[src/rtl/uart_rx_mmio_if.sv]
// Peripheral bus port set shared by the UART MMIO blocks.
// The CPU side drives the request; the peripheral answers with ready and read data.
interface uart_rx_mmio_if;
  logic        bus_valid;
  logic        bus_wen;
  logic [31:0] bus_wdata;
  logic [31:0] bus_addr;
  logic        uart_ready;
  logic [31:0] mmio_rdata;

  modport master (
    output bus_valid, bus_wen, bus_wdata, bus_addr,
    input  uart_ready, mmio_rdata
  );

  modport slave (
    input  bus_valid, bus_wen, bus_wdata, bus_addr,
    output uart_ready, mmio_rdata
  );
endinterface

[src/rtl/uart_rx_mmio.sv]
// UART receive-side MMIO block: buffers received bytes in a FIFO and exposes them
// through RXDATA/STATUS/CTRL words, with a level interrupt on pending data or overrun.
module uart_rx_mmio #(
  parameter int FIFO_DEPTH = 16,
  parameter int FIFO_AW    = 4
) (
  input  logic             clk,
  input  logic             rst_n,
  uart_rx_mmio_if.slave    bus,
  input  logic             rx_valid,
  input  logic [7:0]       rx_data,
  input  logic             rx_frame_err,
  output logic             rx_irq
);

  typedef logic [FIFO_AW-1:0] ptr_t;
  typedef logic [FIFO_AW:0]   cnt_t;

  logic [8:0] mem_q [FIFO_DEPTH];
  ptr_t       wr_ptr_q, wr_ptr_d;
  ptr_t       rd_ptr_q, rd_ptr_d;
  cnt_t       count_q, count_d;
  logic       ovr_q, ovr_d;
  logic       ferr_s_q, ferr_s_d;
  logic       irq_en_q, irq_en_d;

  logic [1:0] word;
  logic       empty, full;
  logic       ctrl_wr, flush, clr_sticky;
  logic       pop, push, store;
  logic [8:0] head;

  logic unused_bus_bits;
  assign unused_bus_bits = ^{bus.bus_addr[31:4], bus.bus_addr[1:0], bus.bus_wdata[31:3]};

  always_comb begin
    word       = bus.bus_addr[3:2];
    empty      = (count_q == '0);
    full       = (count_q == cnt_t'(FIFO_DEPTH));
    ctrl_wr    = bus.bus_valid && bus.bus_wen && (word == 2'd2);
    flush      = ctrl_wr && bus.bus_wdata[1];
    clr_sticky = ctrl_wr && bus.bus_wdata[2];
    pop        = bus.bus_valid && !bus.bus_wen && (word == 2'd0) && !empty;
    push       = rx_valid && (!full || pop);
    store      = push && !flush;
  end

  // Flush overrides any concurrent push/pop; sticky sets win over clears.
  always_comb begin
    wr_ptr_d = wr_ptr_q;
    rd_ptr_d = rd_ptr_q;
    count_d  = count_q;
    if (flush) begin
      wr_ptr_d = '0;
      rd_ptr_d = '0;
      count_d  = '0;
    end else begin
      wr_ptr_d = wr_ptr_q + ptr_t'(store);
      rd_ptr_d = rd_ptr_q + ptr_t'(pop);
      count_d  = count_q + cnt_t'(store) - cnt_t'(pop);
    end

    ovr_d    = clr_sticky ? 1'b0 : ovr_q;
    ferr_s_d = clr_sticky ? 1'b0 : ferr_s_q;
    if (rx_valid && full && !pop && !flush) ovr_d = 1'b1;
    if (rx_valid && rx_frame_err) ferr_s_d = 1'b1;

    irq_en_d = ctrl_wr ? bus.bus_wdata[0] : irq_en_q;
  end

  always_ff @(posedge clk) begin
    if (!rst_n) begin
      wr_ptr_q <= '0;
      rd_ptr_q <= '0;
      count_q  <= '0;
      ovr_q    <= 1'b0;
      ferr_s_q <= 1'b0;
      irq_en_q <= 1'b0;
    end else begin
      wr_ptr_q <= wr_ptr_d;
      rd_ptr_q <= rd_ptr_d;
      count_q  <= count_d;
      ovr_q    <= ovr_d;
      ferr_s_q <= ferr_s_d;
      irq_en_q <= irq_en_d;
    end
  end

  always_ff @(posedge clk) begin
    if (rst_n && store) mem_q[wr_ptr_q] <= {rx_frame_err, rx_data};
  end

  always_comb begin
    head = mem_q[rd_ptr_q];
    case (word)
      2'd0:    bus.mmio_rdata = empty ? 32'h8000_0000 : {23'b0, head};
      2'd1:    bus.mmio_rdata = {16'b0, 8'(count_q), 3'b0, irq_en_q, ferr_s_q, ovr_q, full, empty};
      2'd2:    bus.mmio_rdata = {31'b0, irq_en_q};
      default: bus.mmio_rdata = 32'h0;
    endcase
  end

  assign bus.uart_ready = 1'b1;
  assign rx_irq         = irq_en_q && (!empty || ovr_q);

endmodule

[src/flat_wrapper.sv]
// flat-port wrapper written by rule: the top's interface ports become plain ports
module uart_rx_mmio_flat 
#(
  parameter int FIFO_DEPTH = 16,
  parameter int FIFO_AW    = 4
)
  (clk, rst_n, rx_valid, rx_data, rx_frame_err, rx_irq, bus_bus_valid, bus_bus_wen, bus_bus_wdata, bus_bus_addr, bus_uart_ready, bus_mmio_rdata);
  uart_rx_mmio_if bus_i ();
  input  logic clk;
  input  logic rst_n;
  input  logic rx_valid;
  input  logic [7:0] rx_data;
  input  logic rx_frame_err;
  output logic rx_irq;
  input wire logic [$bits(bus_i.bus_valid)-1:0] bus_bus_valid;
  input wire logic [$bits(bus_i.bus_wen)-1:0] bus_bus_wen;
  input wire logic [$bits(bus_i.bus_wdata)-1:0] bus_bus_wdata;
  input wire logic [$bits(bus_i.bus_addr)-1:0] bus_bus_addr;
  output wire logic [$bits(bus_i.uart_ready)-1:0] bus_uart_ready;
  output wire logic [$bits(bus_i.mmio_rdata)-1:0] bus_mmio_rdata;
  assign bus_i.bus_valid = bus_bus_valid;
  assign bus_i.bus_wen = bus_bus_wen;
  assign bus_i.bus_wdata = bus_bus_wdata;
  assign bus_i.bus_addr = bus_bus_addr;
  assign bus_uart_ready = bus_i.uart_ready;
  assign bus_mmio_rdata = bus_i.mmio_rdata;
  uart_rx_mmio #(.FIFO_DEPTH(FIFO_DEPTH), .FIFO_AW(FIFO_AW)) u_core (.clk(clk), .rst_n(rst_n), .bus(bus_i), .rx_valid(rx_valid), .rx_data(rx_data), .rx_frame_err(rx_frame_err), .rx_irq(rx_irq));
endmodule
[config.mk]
export PLATFORM = sky130hd
export DESIGN_NAME = uart_rx_mmio_flat
export DESIGN_NICKNAME = d
export VERILOG_FILES = /design/src/rtl/uart_rx_mmio_if.sv /design/src/rtl/uart_rx_mmio.sv /design/src/flat_wrapper.sv
export SDC_FILE = /design/constraint.sdc
export NUM_CORES = 1
export LEC_CHECK = 0
export ABC_AREA = 1
export BUFFER_PORTS_ARGS = -buffer_cell sky130_fd_sc_hd__buf_2
export CORE_AREA = 2 2 117 119
export CTS_CLUSTER_SIZE = 28
export DETAILED_ROUTE_END_ITERATION = 8
export DIE_AREA = 0 0 119 121
export PLACE_DENSITY = 0.79
export SLEW_MARGIN = 20
export SYNTH_ARGS = -nofsm -noshare
export SYNTH_HDL_FRONTEND = slang
export SYNTH_SLANG_ARGS = --single-unit
[constraint.sdc]
create_clock -name clk -period 3.25 [get_ports clk]
set_clock_uncertainty 0.2 [all_clocks]
set_input_delay 0.325 -clock clk [delete_from_list [all_inputs] [get_ports clk]]
set_output_delay 0.325 -clock clk [all_outputs]
set_load 0.005 [all_outputs]
==> results of run 1 <==
==> how the worst max path moves through the flow <==
stage / cells after the start / endpoint / from
6_report: 13 / u_core.count_q[4] / u_core.count_q[2]
5_1_grt: 13 / u_core.count_q[4] / u_core.count_q[3]
4_1_cts: 13 / u_core.count_q[4] / u_core.count_q[2]
3_5_place_dp: 13 / u_core.count_q[4] / u_core.count_q[2]
3_3_place_gp: 13 / u_core.count_q[4] / u_core.count_q[3]
2_1_floorplan: 13 / u_core.count_q[4] / u_core.count_q[3]
==> stage by stage <==
step	utilization [%]	instance area, sq um
6_report	62.82	8220
5_1_grt	62.82	8220
4_1_cts	62.82	8220
3_5_place_dp	58.08	7600
3_3_place_gp	58.08	7600
2_1_floorplan	-	7470
==> layout make-up <==
class / instances / area [sq um]
Inverter: 102 / 387.9
Fill cell: 1002 / 4865
Timing Repair Buffer: 47 / 280.3
Clock buffer: 27 / 503.0
Multi-Input combinational cell: 442 / 2106
Sequential cell: 160 / 4646
Clock inverter: 5 / 77.57
Tap cell: 176 / 220.2
==> sequential cells by signal, summed over array words and instances, names as in the netlist <==
register and cells:
u_core.rd_ptr_q 4, u_core.irq_en_q 1, u_core.mem_q 144, u_core.wr_ptr_q 4
u_core.count_q 5, u_core.ovr_q 1, u_core.ferr_s_q 1
==> synth_stat cells <==
master and instances:
sky130_fd_sc_hd__a21oi_1 11, sky130_fd_sc_hd__a21oi_4 1, sky130_fd_sc_hd__buf_1 1, sky130_fd_sc_hd__buf_12 1, sky130_fd_sc_hd__buf_2 15, sky130_fd_sc_hd__buf_4 29
sky130_fd_sc_hd__buf_6 1, sky130_fd_sc_hd__clkbuf_1 1, sky130_fd_sc_hd__clkinv_1 2, sky130_fd_sc_hd__conb_1 2, sky130_fd_sc_hd__dfxtp_1 16, sky130_fd_sc_hd__edfxtp_1 144
sky130_fd_sc_hd__fa_1 1, sky130_fd_sc_hd__ha_1 10, sky130_fd_sc_hd__inv_1 95, sky130_fd_sc_hd__inv_2 3, sky130_fd_sc_hd__inv_4 2, sky130_fd_sc_hd__nand2_1 206
sky130_fd_sc_hd__nand2_2 1, sky130_fd_sc_hd__nand2_4 1, sky130_fd_sc_hd__nand3_1 91, sky130_fd_sc_hd__nand3_2 1, sky130_fd_sc_hd__nand4_1 2, sky130_fd_sc_hd__nand4_4 1
sky130_fd_sc_hd__nor2_1 55, sky130_fd_sc_hd__nor2_2 1, sky130_fd_sc_hd__nor2_4 10, sky130_fd_sc_hd__nor3_1 1, sky130_fd_sc_hd__o211ai_1 8, sky130_fd_sc_hd__o21ai_0 9
sky130_fd_sc_hd__o21ai_1 3, sky130_fd_sc_hd__o21bai_1 1, sky130_fd_sc_hd__o31ai_1 1, sky130_fd_sc_hd__or2_2 3, sky130_fd_sc_hd__xnor2_1 2, sky130_fd_sc_hd__xor2_1 3
==> power by group through the flow <==
stage,clock network [W],registers (W),logic [W]
5_1_grt,0.00203,0.00234,0.000681
3_3_place_gp,0,0.00238,0.000559
2_1_floorplan,0,0.00237,0.000452
6_report,0.00194,0.00234,0.000604
3_5_place_dp,0,0.00238,0.000592
4_1_cts,0.00195,0.00234,0.000602
==> logic make-up after synthesis <==
family,count (synthesis),synth area share [%]
adder cells (fa/ha/maj),11,1.960
AND/OR/NAND/NOR,373,22.13
buffers and inverters,150,9.714
AO/OA/AOI/OAI,34,2.788
flip-flops,160,62.71
XOR/XNOR,5,0.5914
other,2,0.1014
==> worst reg2reg max path: stages, from the launching register on <==
cell,delay [ns]
sky130_fd_sc_hd__dfxtp_1,0.32
sky130_fd_sc_hd__inv_1,0.11
sky130_fd_sc_hd__ha_1,0.23
sky130_fd_sc_hd__nand4_4,0.14
sky130_fd_sc_hd__nand3_2,0.13
sky130_fd_sc_hd__inv_1,0.07
sky130_fd_sc_hd__ha_1,0.28
sky130_fd_sc_hd__inv_1,0.06
sky130_fd_sc_hd__ha_1,0.16
sky130_fd_sc_hd__inv_1,0.06
sky130_fd_sc_hd__fa_1,0.42
sky130_fd_sc_hd__o31ai_1,0.31
sky130_fd_sc_hd__or2_2,0.16
sky130_fd_sc_hd__a21oi_1,0.05
==> what timing repair did <==
action | 4_1_cts | 5_1_grt
buffers inserted | 0 | 0
setup endpoints to repair | 0 | 0
hold buffers | 4 | 0
endpoints found under the hold margin | 2 | 0
==> layer usage <==
| metal | wire [um] | track usage [%] | up-vias |
|---|---|---|---|
| met5 | 0 | 0 | - |
| met4 | 234 | 10.34 | 0 |
| met3 | 1113 | 4.746 | 19 |
| met2 | 7967 | 38.22 | 239 |
| met1 | 5873 | 27.04 | 2369 |
| li1 | - | - | 2427 |
==> impl_metrics.sql, run 1 <==
INSERT INTO impl_metrics (metric_group, metric, value, unit) VALUES
('clocking', 'post_cts_resize_count', '0', ''),
('setup_path', 'r2r_start', 'u_core.count_q[2]', ''),
('synthesis', 'syn_area_per_cell', '10.08', 'sq um'),
('setup_path', 'setup.worst_path.start_class', 'flop', ''),
('setup_path', 'rrSetupSlack', '0.41', 'ns'),
('layout', 'nNetsFinal', '859', ''),
('detailed_routing', 'detailroute.via_count', '5054', ''),
('detailed_routing', 'antenna_violating_nets_post_route', '0', ''),
('grt', 'grt_pass1_vias', '4989', ''),
('layout', 'mostFrequentLayoutCells', '206 x sky130_fd_sc_hd__nand2_1, 144 x sky130_fd_sc_hd__edfxtp_1, 95 x sky130_fd_sc_hd__inv_1, 91 x sky130_fd_sc_hd__nand3_1, 55 x sky130_fd_sc_hd__nor2_1', ''),
('layout', 'synthToLayoutAreaGrowth', '11.00', '%'),
('layout', 'antenna_cells_inserted', '0', ''),
('timing', 'finalMaxSlewViolations', '0', ''),
('synthesis', 'yosys.area.top_type_share', '58.39', '%'),
('synthesis', 'synthesis.yosys.warnings', '0', ''),
('timing', 'finalSetupViolCount', '0', ''),
('synthesis', 'synth_seq_area_share', '62.71', '%'),
('setup_path', 'cp_top_family', 'adder cells', ''),
('power', 'comb_power_share', '12.4', '%'),
('die', 'rows', '42', ''),
('detailed_routing', 'via_per_inst', '5.270', ''),
('setup_path', 'cp_cell_sequence', 'inv_1 > ha_1 > nand4_4 > nand3_2 > inv_1 > ha_1 > inv_1 > ha_1 > inv_1 > fa_1 > o31ai_1 > or2_2 > a21oi_1', ''),
('setup_path', 'worst-endpoint-arrival', '2.92', 'ns'),
('setup_path', 'slowest_stage', 'sky130_fd_sc_hd__fa_1', ''),
('clocking', 'tritoncts', 'built', ''),
('synthesis', 'synth.lib_cells_used.distinct', '36', ''),
('grt', 'grt_pass1_wl', '24310', 'um'),
('die', 'floorplan.io_pins', '112', ''),
('power', 'pwr-share-clk', '39.7', '%'),
('worst_hold_path', 'hold_start', 'bus_bus_wdata[0]', ''),
('timing', 'timing.setup.tns', '0', 'ns'),
('synthesis', 'syn_inst', '735', ''),
('power', 'powerDensity', '593.9', 'nW/um^2'),
('setup_path', 'path_class', 'reg2reg', ''),
('placement', 'dp_hpwl', '9338', 'um'),
('detailed_routing', 'drtIter0Drc', '486', ''),
('die', 'dieWidth', '119', 'um'),
('setup_path', 'worst_r2r_path_depth', '13', ''),
('power', 'internal_power', '0.003728', 'W'),
('timing', 'whs', '0.01490', 'ns'),
('timing', 'layout_setup_ws', '0.4113', 'ns'),
('layout', 'mostFrequentLayoutCell', 'sky130_fd_sc_hd__nand2_1', ''),
('die', 'start_util', '56.60', '%'),
('timing', 'post-route-period-util', '87.34', '%'),
('status', 'outcome', 'complete, no violations', ''),
('placement', 'gp_congestion', '0.8698', ''),
('setup_path', 'critical_path_maximum_fanout', '5', ''),
('die', 'placeableCoreArea', '13090', 'sq um'),
('setup_path', 'timing.critical_path.buf_inv', '4', ''),
('die', 'design.die.area', '14400', 'sq um'),
('setup_path', 'timing.critical_path.mode_cell', 'sky130_fd_sc_hd__inv_1', ''),
('setup_path', 'max_stage_delay', '0.42', 'ns'),
('grt', 'globalRoute.totalOverflow', '0', ''),
('setup_path', 'worst_r2r_endpoint', 'u_core.count_q[4]', ''),
('clocking', 'clockBufferDepth', '2', ''),
('power', 'switching_power_share_of_the_total', '23.64', '%'),
('detailed_routing', 'routed_wire_length_per_instance', '15.84', 'um'),
('clocking', 'clk_root_buffer_cell', 'sky130_fd_sc_hd__clkbuf_16', ''),
('synthesis', 'ys_top_cells_by_area', 'sky130_fd_sc_hd__edfxtp_1 58%, sky130_fd_sc_hd__nand2_1 10%, sky130_fd_sc_hd__nand3_1 6.1%, sky130_fd_sc_hd__inv_1 4.8%, sky130_fd_sc_hd__dfxtp_1 4.3%', ''),
('power', 'sequential_power_share', '47.9', '%'),
('power', 'vdd.ir_drop.worst', '0.4255', 'mV'),
('detailed_routing', 'number_of_iterations_in_the_first_detailed_routing_pass', '5', ''),
('synthesis', 'mappedNetlistArea', '7406', 'sq um'),
('worst_hold_path', 'worst_hold_path.num_cells', '3', ''),
('synthesis', 'post_synthesis_cell_type_with_the_largest_combined_area', 'sky130_fd_sc_hd__edfxtp_1', ''),
('placement', 'port_buf_inserts', '33', ''),
('placement', 'post-place-cells', '923', ''),
('grt', 'number_of_antenna_violations_at_the_first_check_in_global_routing', '0', ''),
('timing', 'hold_fails_final_rpt', '0', ''),
('grt', 'grt_start_max_net_pins', '65', ''),
('clocking', 'cts_inserted_buffers', '17', '');
Note: power is estimated with default switching activity, not from simulation.
==> run 2, diff against run 1 <==
--- a/config.mk
+++ b/config.mk
@@ -7,11 +7,13 @@
 export LEC_CHECK = 0
 export ABC_AREA = 1
 export BUFFER_PORTS_ARGS = -buffer_cell sky130_fd_sc_hd__buf_2
-export CORE_AREA = 2 2 117 119
+export CELL_PAD_IN_SITES_DETAIL_PLACEMENT = 1
+export CELL_PAD_IN_SITES_GLOBAL_PLACEMENT = 1
+export CORE_AREA = 2 2 149 151
 export CTS_CLUSTER_SIZE = 28
 export DETAILED_ROUTE_END_ITERATION = 8
-export DIE_AREA = 0 0 119 121
-export PLACE_DENSITY = 0.79
+export DIE_AREA = 0 0 151 153
+export PLACE_DENSITY_LB_ADDON = 0.1
 export SLEW_MARGIN = 20
 export SYNTH_ARGS = -nofsm -noshare
 export SYNTH_HDL_FRONTEND = slang
==> run 2 against run 1 <==
Clock-buffer cell count fell by 8. Largest cell class unchanged. Highest routed layer unchanged. Wire length rose by 23%. Utilization fell by 24 points.
==> impl_metrics.sql, run 2 (synthesis results as in run 1) <==
INSERT INTO impl_metrics (metric_group, metric, value, unit) VALUES
('timing', 'timing.setup.tns', '0', 'ns'),
('timing', 'whs', '0.01896', 'ns'),
('clocking', 'tritoncts_num_sinks', '160', ''),
('timing', 'finalMaxSlewViolations', '0', ''),
('die', 'dieWidth', '151', 'um'),
('power', 'totalPowerFinal', '0.004828', 'W'),
('grt', 'globalRoute.totalOverflow', '0', ''),
('layout', 'synthToLayoutAreaGrowth', '12.49', '%'),
('setup_path', 'path_class', 'reg2out', ''),
('timing', 'rsz_0062_raised_after_global_routing', 'false', ''),
('status', 'outcome', 'complete, no violations', ''),
('setup_path', 'worst-endpoint-arrival', '2.30', 'ns'),
('detailed_routing', 'routed_wire_length_per_instance', '17.64', 'um'),
('grt', 'grt_start_max_net_pins', '82', ''),
('grt', 'grt_usage', '17.14', '%'),
('layout', 'antenna_cells_inserted', '0', ''),
('detailed_routing', 'detailroute.via_count', '4933', ''),
('die', 'design.die.area', '23100', 'sq um'),
('grt', 'grt_pass1_wl', '29330', 'um'),
('grt', 'number_of_antenna_violations_at_the_first_check_in_global_routing', '0', ''),
('layout', 'final_layout_size_suffix_gt1_share', '12.26', '%'),
('die', 'vertical_extent_of_the_die', '153', 'um'),
('worst_hold_path', 'timing.hold.worst.class', 'in2reg', ''),
('timing', 'finalWorstPathRequiredPeriod', '2.821', 'ns'),
('die', 'floorplan.io_pins', '112', ''),
('layout', 'nNetsFinal', '859', ''),
('placement', 'gp_congestion', '0.7169', ''),
('timing', 'finalSetupViolCount', '0', ''),
('layout', 'mostFrequentLayoutCell', 'sky130_fd_sc_hd__nand2_1', ''),
('layout', 'fillerInstances', '2422', ''),
('power', 'vdd.ir_drop.worst', '0.3447', 'mV'),
('timing', 'worst-slew-pin-transition', '0.7791', 'ns'),
('die', 'rows', '54', ''),
('setup_path', 'worst_ep_required', '2.72', 'ns'),
('die', 'start_util', '34.47', '%'),
('clocking', 'cts_inserted_buffers', '17', ''),
('grt', 'grt_pass1_vias', '5311', ''),
('clocking', 'clockBufferDepth', '2', ''),
('detailed_routing', 'via_per_inst', '4.641', ''),
('die', 'placeableCoreArea', '21490', 'sq um'),
('setup_path', 'worstSetupEndpointType', 'output pin', ''),
('timing', 'hold_fails_final_rpt', '0', ''),
('detailed_routing', 'drc', '0', ''),
('clocking', 'tritoncts', 'built', ''),
('setup_path', 'critical_path_maximum_fanout', '17', ''),
('clocking', 'clk_pin_slew_worst_paths', '0.06', 'ns'),
('layout', 'mostFrequentLayoutCells', '206 x sky130_fd_sc_hd__nand2_1, 144 x sky130_fd_sc_hd__edfxtp_1, 95 x sky130_fd_sc_hd__inv_1, 91 x sky130_fd_sc_hd__nand3_1, 55 x sky130_fd_sc_hd__nor2_1', ''),
('placement', 'dp_hpwl', '11590', 'um'),
('power', 'powerDensity', '579.5', 'nW/um^2'),
('clocking', 'clk_root_buffer_cell', 'sky130_fd_sc_hd__clkbuf_16', ''),
('timing', 'post-route-period-util', '86.79', '%'),
('layout', 'largest_registers', 'u_core.mem_q (144), u_core.count_q (5)', ''),
('detailed_routing', 'route.final.wire_length', '18750', 'um'),
('detailed_routing', 'antenna_violating_nets_post_route', '0', ''),
('detailed_routing', 'number_of_iterations_in_the_first_detailed_routing_pass', '5', ''),
('layout', 'register_with_the_most_flip_flops', 'u_core.mem_q', ''),
('clocking', 'cts-htree-levels', '4', ''),
('timing', 'max_freq', '354.5', 'MHz'),
('detailed_routing', 'drtIter0Drc', '304', ''),
('timing', 'timing.max_slew.rel_slack', '47.74', '%'),
('layout', 'max_ffs_per_register', '144', ''),
('clocking', 'clk_latency', '0.42', 'ns'),
('setup_path', 'setup.worst_path.start_class', 'flop', ''),
('flow_run', 'max-cap-violations', '0', ''),
('power', 'cellLeakagePower', '3.385', 'nW'),
('placement', 'port_buf_inserts', '33', '');
==> run 2: final cells by class <==
cell class	count	area (sq um)	share of cell area, %
clock buffer	19	432.9	5.197
clock inverter	13	115.1	1.382
inverter	102	387.9	4.656
multi-input combinational	442	2106	25.28
sequential	160	4646	55.77
tap	280	350.3	4.205
timing repair buffer	47	292.8	3.515
==> run 2: path summary, 6_finish.rpt <==
kind	startpoint	end	slack [ns]	cells past startpoint
setup / recovery	u_core.rd_ptr_q[2]	bus_mmio_rdata[1]	0.43	7
hold / removal	rst_n	u_core.ovr_q	0.02	3
setup reg to reg	u_core.count_q[3]	u_core.count_q[4]	0.43	13
hold reg to reg	u_core.ovr_q	u_core.ovr_q	0.30	2
==> run 2: routing by layer <==
metal  up-vias  track usage [%]  routed length, um
met5         -                0                  0
met4         0            4.228                186
met3        12            3.164                352
met2        48            29.87               9629
met1      2453            21.94               8579
li1       2420                -                  -
==> run 2: critical path, stage by stage, from the launching register on <==
cell,delay (ns)
sky130_fd_sc_hd__dfxtp_1,0.33
sky130_fd_sc_hd__clkinv_1,0.61
sky130_fd_sc_hd__nand3_1,0.37
sky130_fd_sc_hd__nand3_1,0.18
sky130_fd_sc_hd__nand2_1,0.14
sky130_fd_sc_hd__nand2_1,0.06
sky130_fd_sc_hd__nand2_1,0.06
sky130_fd_sc_hd__buf_2,0.11
==> run 2: report_power, final <==
group	internal, W	leakage (nW)	total, W	switching [W]
registers	0.00230	1.43	0.00233	0.0000330
logic	0.000217	1.71	0.000612	0.000395
clock network	0.00105	0.251	0.00188	0.000831
total	0.00357	3.38	0.00483	0.00126
==> run 2: repair_timing <==
action / CTS / global route
endpoints found under the hold margin: 3 / 0
resized for setup: 0 / 0
setup buffers: 0 / 0
endpoints found under the setup margin: 0 / 0
hold buffers: 4 / 0
==> run 2: through the flow <==
| step | worst slack [ns] | util [%] | instance area [sq um] | cells |
|---|---|---|---|---|
| 2_1_floorplan | 0.6880 | - | 7470 | 752 |
| 4_1_cts | 0.4022 | 38.77 | 8330 | 1063 |
| 3_3_place_gp | 0.4518 | 36.04 | 7742 | 1027 |
| 5_1_grt | 0.2087 | 38.77 | 8330 | 1063 |
| 6_report | 0.4292 | 38.77 | 8330 | 1063 |
| 3_5_place_dp | 0.4204 | 36.04 | 7742 | 1027 |
==> run 3, diff against run 2 <==
--- a/config.mk
+++ b/config.mk
@@ -13,6 +13,7 @@
 export CTS_CLUSTER_SIZE = 28
 export DETAILED_ROUTE_END_ITERATION = 8
 export DIE_AREA = 0 0 151 153
+export GPL_TIMING_DRIVEN = 1
 export PLACE_DENSITY_LB_ADDON = 0.1
 export SLEW_MARGIN = 20
 export SYNTH_ARGS = -nofsm -noshare
==> constraint.sdc (replaced) <==
create_clock -name clk -period 2.4 [get_ports clk]
set_clock_uncertainty 0.2 [all_clocks]
set_input_delay 0.24 -clock clk [delete_from_list [all_inputs] [get_ports clk]]
set_output_delay 0.24 -clock clk [all_outputs]
set_load 0.005 [all_outputs]
==> run 3 against run 2 <==
Combinational power up 100%. Worst setup slack worse by 0.36 ns. Critical path depth up 3. Power up 45%. Register-to-register slack worse by 0.36 ns. Global-route usage up 0.82 points. Sequential power up 36%. Sequential share of layout area down 4.8 points. Flip-flop and latch count unchanged. Via count up 6.6%. Largest cell class unchanged. Highest routed layer unchanged.
==> impl_metrics.sql, run 3 (synthesis results as in run 1) <==
INSERT INTO impl_metrics (metric_group, metric, value, unit) VALUES
('layout', 'stdcell_count', '1117', ''),
('placement', 'dp_hpwl', '12790', 'um'),
('die', 'start_util', '34.47', '%'),
('layout', 'fillerInstances', '2395', ''),
('setup_path', 'rrSetupSlack', '0.07', 'ns'),
('timing', 'hold_fails_final_rpt', '0', ''),
('layout', 'register_with_the_most_flip_flops', 'u_core.mem_q', ''),
('detailed_routing', 'number_of_iterations_in_the_first_detailed_routing_pass', '4', ''),
('detailed_routing', 'route.final.wire_length', '19830', 'um'),
('detailed_routing', 'routed_wire_length_per_instance', '17.75', 'um'),
('timing', 'timing.max_slew.rel_slack', '51.31', '%'),
('grt', 'grt_start_max_net_pins', '45', ''),
('setup_path', 'worst_r2r_endpoint', 'u_core.count_q[2]', ''),
('placement', 'post-place-cells', '1066', ''),
('setup_path', 'r2r_start', 'u_core.count_q[3]', ''),
('setup_path', 'path_class', 'reg2reg', ''),
('clocking', 'tritoncts', 'built', ''),
('flow_run', 'max-cap-violations', '0', ''),
('layout', 'mostFrequentLayoutCell', 'sky130_fd_sc_hd__nand2_1', ''),
('clocking', 'cts-htree-levels', '4', ''),
('setup_path', 'worst_r2r_path_depth', '10', ''),
('layout', 'final_core_utilization', '42.50', '%'),
('setup_path', 'worst_ep_required', '2.55', 'ns'),
('layout', 'nNetsFinal', '913', ''),
('timing', 'finalWorstPathRequiredPeriod', '2.328', 'ns'),
('die', 'design.die.area', '23100', 'sq um'),
('power', 'vdd.ir_drop.worst', '0.4336', 'mV'),
('placement', 'place_ws', '-0.1168', 'ns'),
('timing', 'whs', '0.01765', 'ns'),
('clocking', 'clk_root_buffer_cell', 'sky130_fd_sc_hd__clkbuf_16', ''),
('setup_path', 'max_stage_delay', '0.39', 'ns'),
('power', 'cellLeakagePower', '3.749', 'nW'),
('detailed_routing', 'drtIter0Drc', '280', ''),
('setup_path', 'critical_path_maximum_fanout', '3', ''),
('timing', 'layout_setup_ws', '0.07162', 'ns'),
('die', 'placeableCoreArea', '21490', 'sq um'),
('power', 'powerDensity', '765.8', 'nW/um^2'),
('worst_hold_path', 'timing.hold.worst.class', 'in2reg', ''),
('layout', 'multi_input_comb_area', '2223', 'sq um'),
('layout', 'max_ffs_per_register', '144', ''),
('layout', 'mostFrequentLayoutCells', '200 x sky130_fd_sc_hd__nand2_1, 144 x sky130_fd_sc_hd__edfxtp_1, 90 x sky130_fd_sc_hd__inv_1, 90 x sky130_fd_sc_hd__nand3_1, 51 x sky130_fd_sc_hd__nor2_1', ''),
('detailed_routing', 'antenna_violating_nets_post_route', '0', ''),
('timing', 'rsz_0062_raised_after_global_routing', 'true', ''),
('status', 'outcome', 'complete, no violations', ''),
('detailed_routing', 'via_per_inst', '4.706', ''),
('layout', 'final_layout_size_suffix_gt1_share', '20.55', '%'),
('grt', 'number_of_antenna_violations_at_the_first_check_in_global_routing', '0', ''),
('grt', 'grt_pass1_vias', '5441', ''),
('die', 'floorplan.io_pins', '112', ''),
('setup_path', 'timing.critical_path.buf_inv', '2', ''),
('grt', 'grt_pass1_wl', '30540', 'um'),
('layout', 'antenna_cells_inserted', '0', ''),
('die', 'rows', '54', ''),
('grt', 'grt_util_met1', '23.70', '%'),
('setup_path', 'slowest_stage', 'sky130_fd_sc_hd__fa_2', ''),
('grt', 'global_route.usage.met3', '3.642', '%'),
('layout', 'ff_latch_area', '4652', 'sq um'),
('setup_path', 'worstSetupEndpointType', 'flop', ''),
('die', 'vertical_extent_of_the_die', '153', 'um'),
('timing', 'finalMaxSlewViolations', '0', ''),
('die', 'dieWidth', '151', 'um'),
('worst_hold_path', 'worst_hold_path.num_cells', '1', ''),
('layout', 'synthToLayoutAreaGrowth', '23.30', '%'),
('clocking', 'cts_inserted_buffers', '17', ''),
('grt', 'grt_busiest_layer', 'met2', ''),
('clocking', 'clk_pin_slew_worst_paths', '0.07', 'ns'),
('worst_hold_path', 'hold_start', 'rx_data[0]', ''),
('detailed_routing', 'drc', '0', ''),
('setup_path', 'cp_cell_sequence', 'inv_2 > ha_4 > nand4_4 > nand3_4 > a21oi_4 > ha_4 > inv_2 > fa_2 > or2_2 > a21oi_2', ''),
('timing', 'worst-slew-pin-transition', '0.7296', 'ns'),
('setup_path', 'worst-endpoint-arrival', '2.48', 'ns'),
('placement', 'gp_congestion', '0.7478', ''),
('clocking', 'clockBufferDepth', '2', ''),
('grt', 'met2_usage', '29.85', '%'),
('grt', 'globalRoute.totalOverflow', '0', ''),
('clocking', 'clk_latency', '0.43', 'ns'),
('setup_path', 'cp_top_family', 'adder cells', ''),
('detailed_routing', 'detailroute.via_count', '5257', ''),
('timing', 'max_freq', '429.5', 'MHz'),
('layout', 'largest_registers', 'u_core.mem_q (144), u_core.count_q (5)', ''),
('timing', 'post-route-period-util', '97.02', '%'),
('clocking', 'tritoncts_num_sinks', '160', ''),
('timing', 'finalSetupViolCount', '0', ''),
('worst_hold_path', 'holdPathEnd', 'u_core.mem_q[0][0]', ''),
('grt', 'grt_usage', '17.95', '%'),
('placement', 'port_buf_inserts', '33', ''),
('setup_path', 'setup.worst_path.start_class', 'flop', '');
[run 3: how the worst max path moves through the flow]
stage	start	endpoint	slack, ns	cells after the start
after detailed placement	u_core.count_q[3]	u_core.count_q[4]	-0.12	13
after global placement	u_core.count_q[3]	u_core.mem_q[12][4]	-0.13	7
after CTS	u_core.count_q[2]	u_core.count_q[4]	0.0006	13
after global routing	u_core.count_q[3]	u_core.count_q[4]	-0.04	13
after floorplan	u_core.count_q[3]	u_core.count_q[4]	0.03	13
final	u_core.count_q[3]	u_core.count_q[2]	0.07	10
[run 3: final cells by class]
type / instances / share of cell area (%)
clock inverters: 13 / 1.425
inverters: 102 / 4.440
repair buffers: 101 / 10.26
flip-flops and latches: 160 / 50.95
clock buffers: 19 / 4.741
multi-input cells: 442 / 24.35
well taps: 280 / 3.837
[run 3: repair_timing]
item                                    4_1_cts  5_1_grt
cloned                                        0        2
setup buffers                                 4        2
endpoints found under the setup margin       11       12
hold buffers                                 12        0
pin swaps                                     5       10
hold endpoints to repair                     78        0
resized for setup                            21       25
[run 3: metrics by stage]
| stage | TNS (ns) | power [W] | instance area [sq um] |
|---|---|---|---|
| 6_report | 0 | 0.006993 | 9131 |
| 5_1_grt | -0.1533 | 0.007307 | 9131 |
| 4_1_cts | 0 | 0.006982 | 8987 |
| 3_5_place_dp | -0.2001 | 0.004263 | 8208 |
| 3_3_place_gp | -2.302 | 0.004219 | 8203 |
| 2_1_floorplan | 0 | 0.003882 | 7500 |
[run 3: metal layers]
metal,up-vias,wire (um)
li1,2539,-
met1,2621,9165
met2,80,9793
met3,17,637
met4,0,235
met5,-,0
[run 3: power breakdown]
part	leakage, nW	switching (W)	internal [W]
combinational	2.05	0.000673	0.000554
clock	0.267	0.00116	0.00145
sequential	1.43	0.0000470	0.00311
total	3.75	0.00188	0.00512
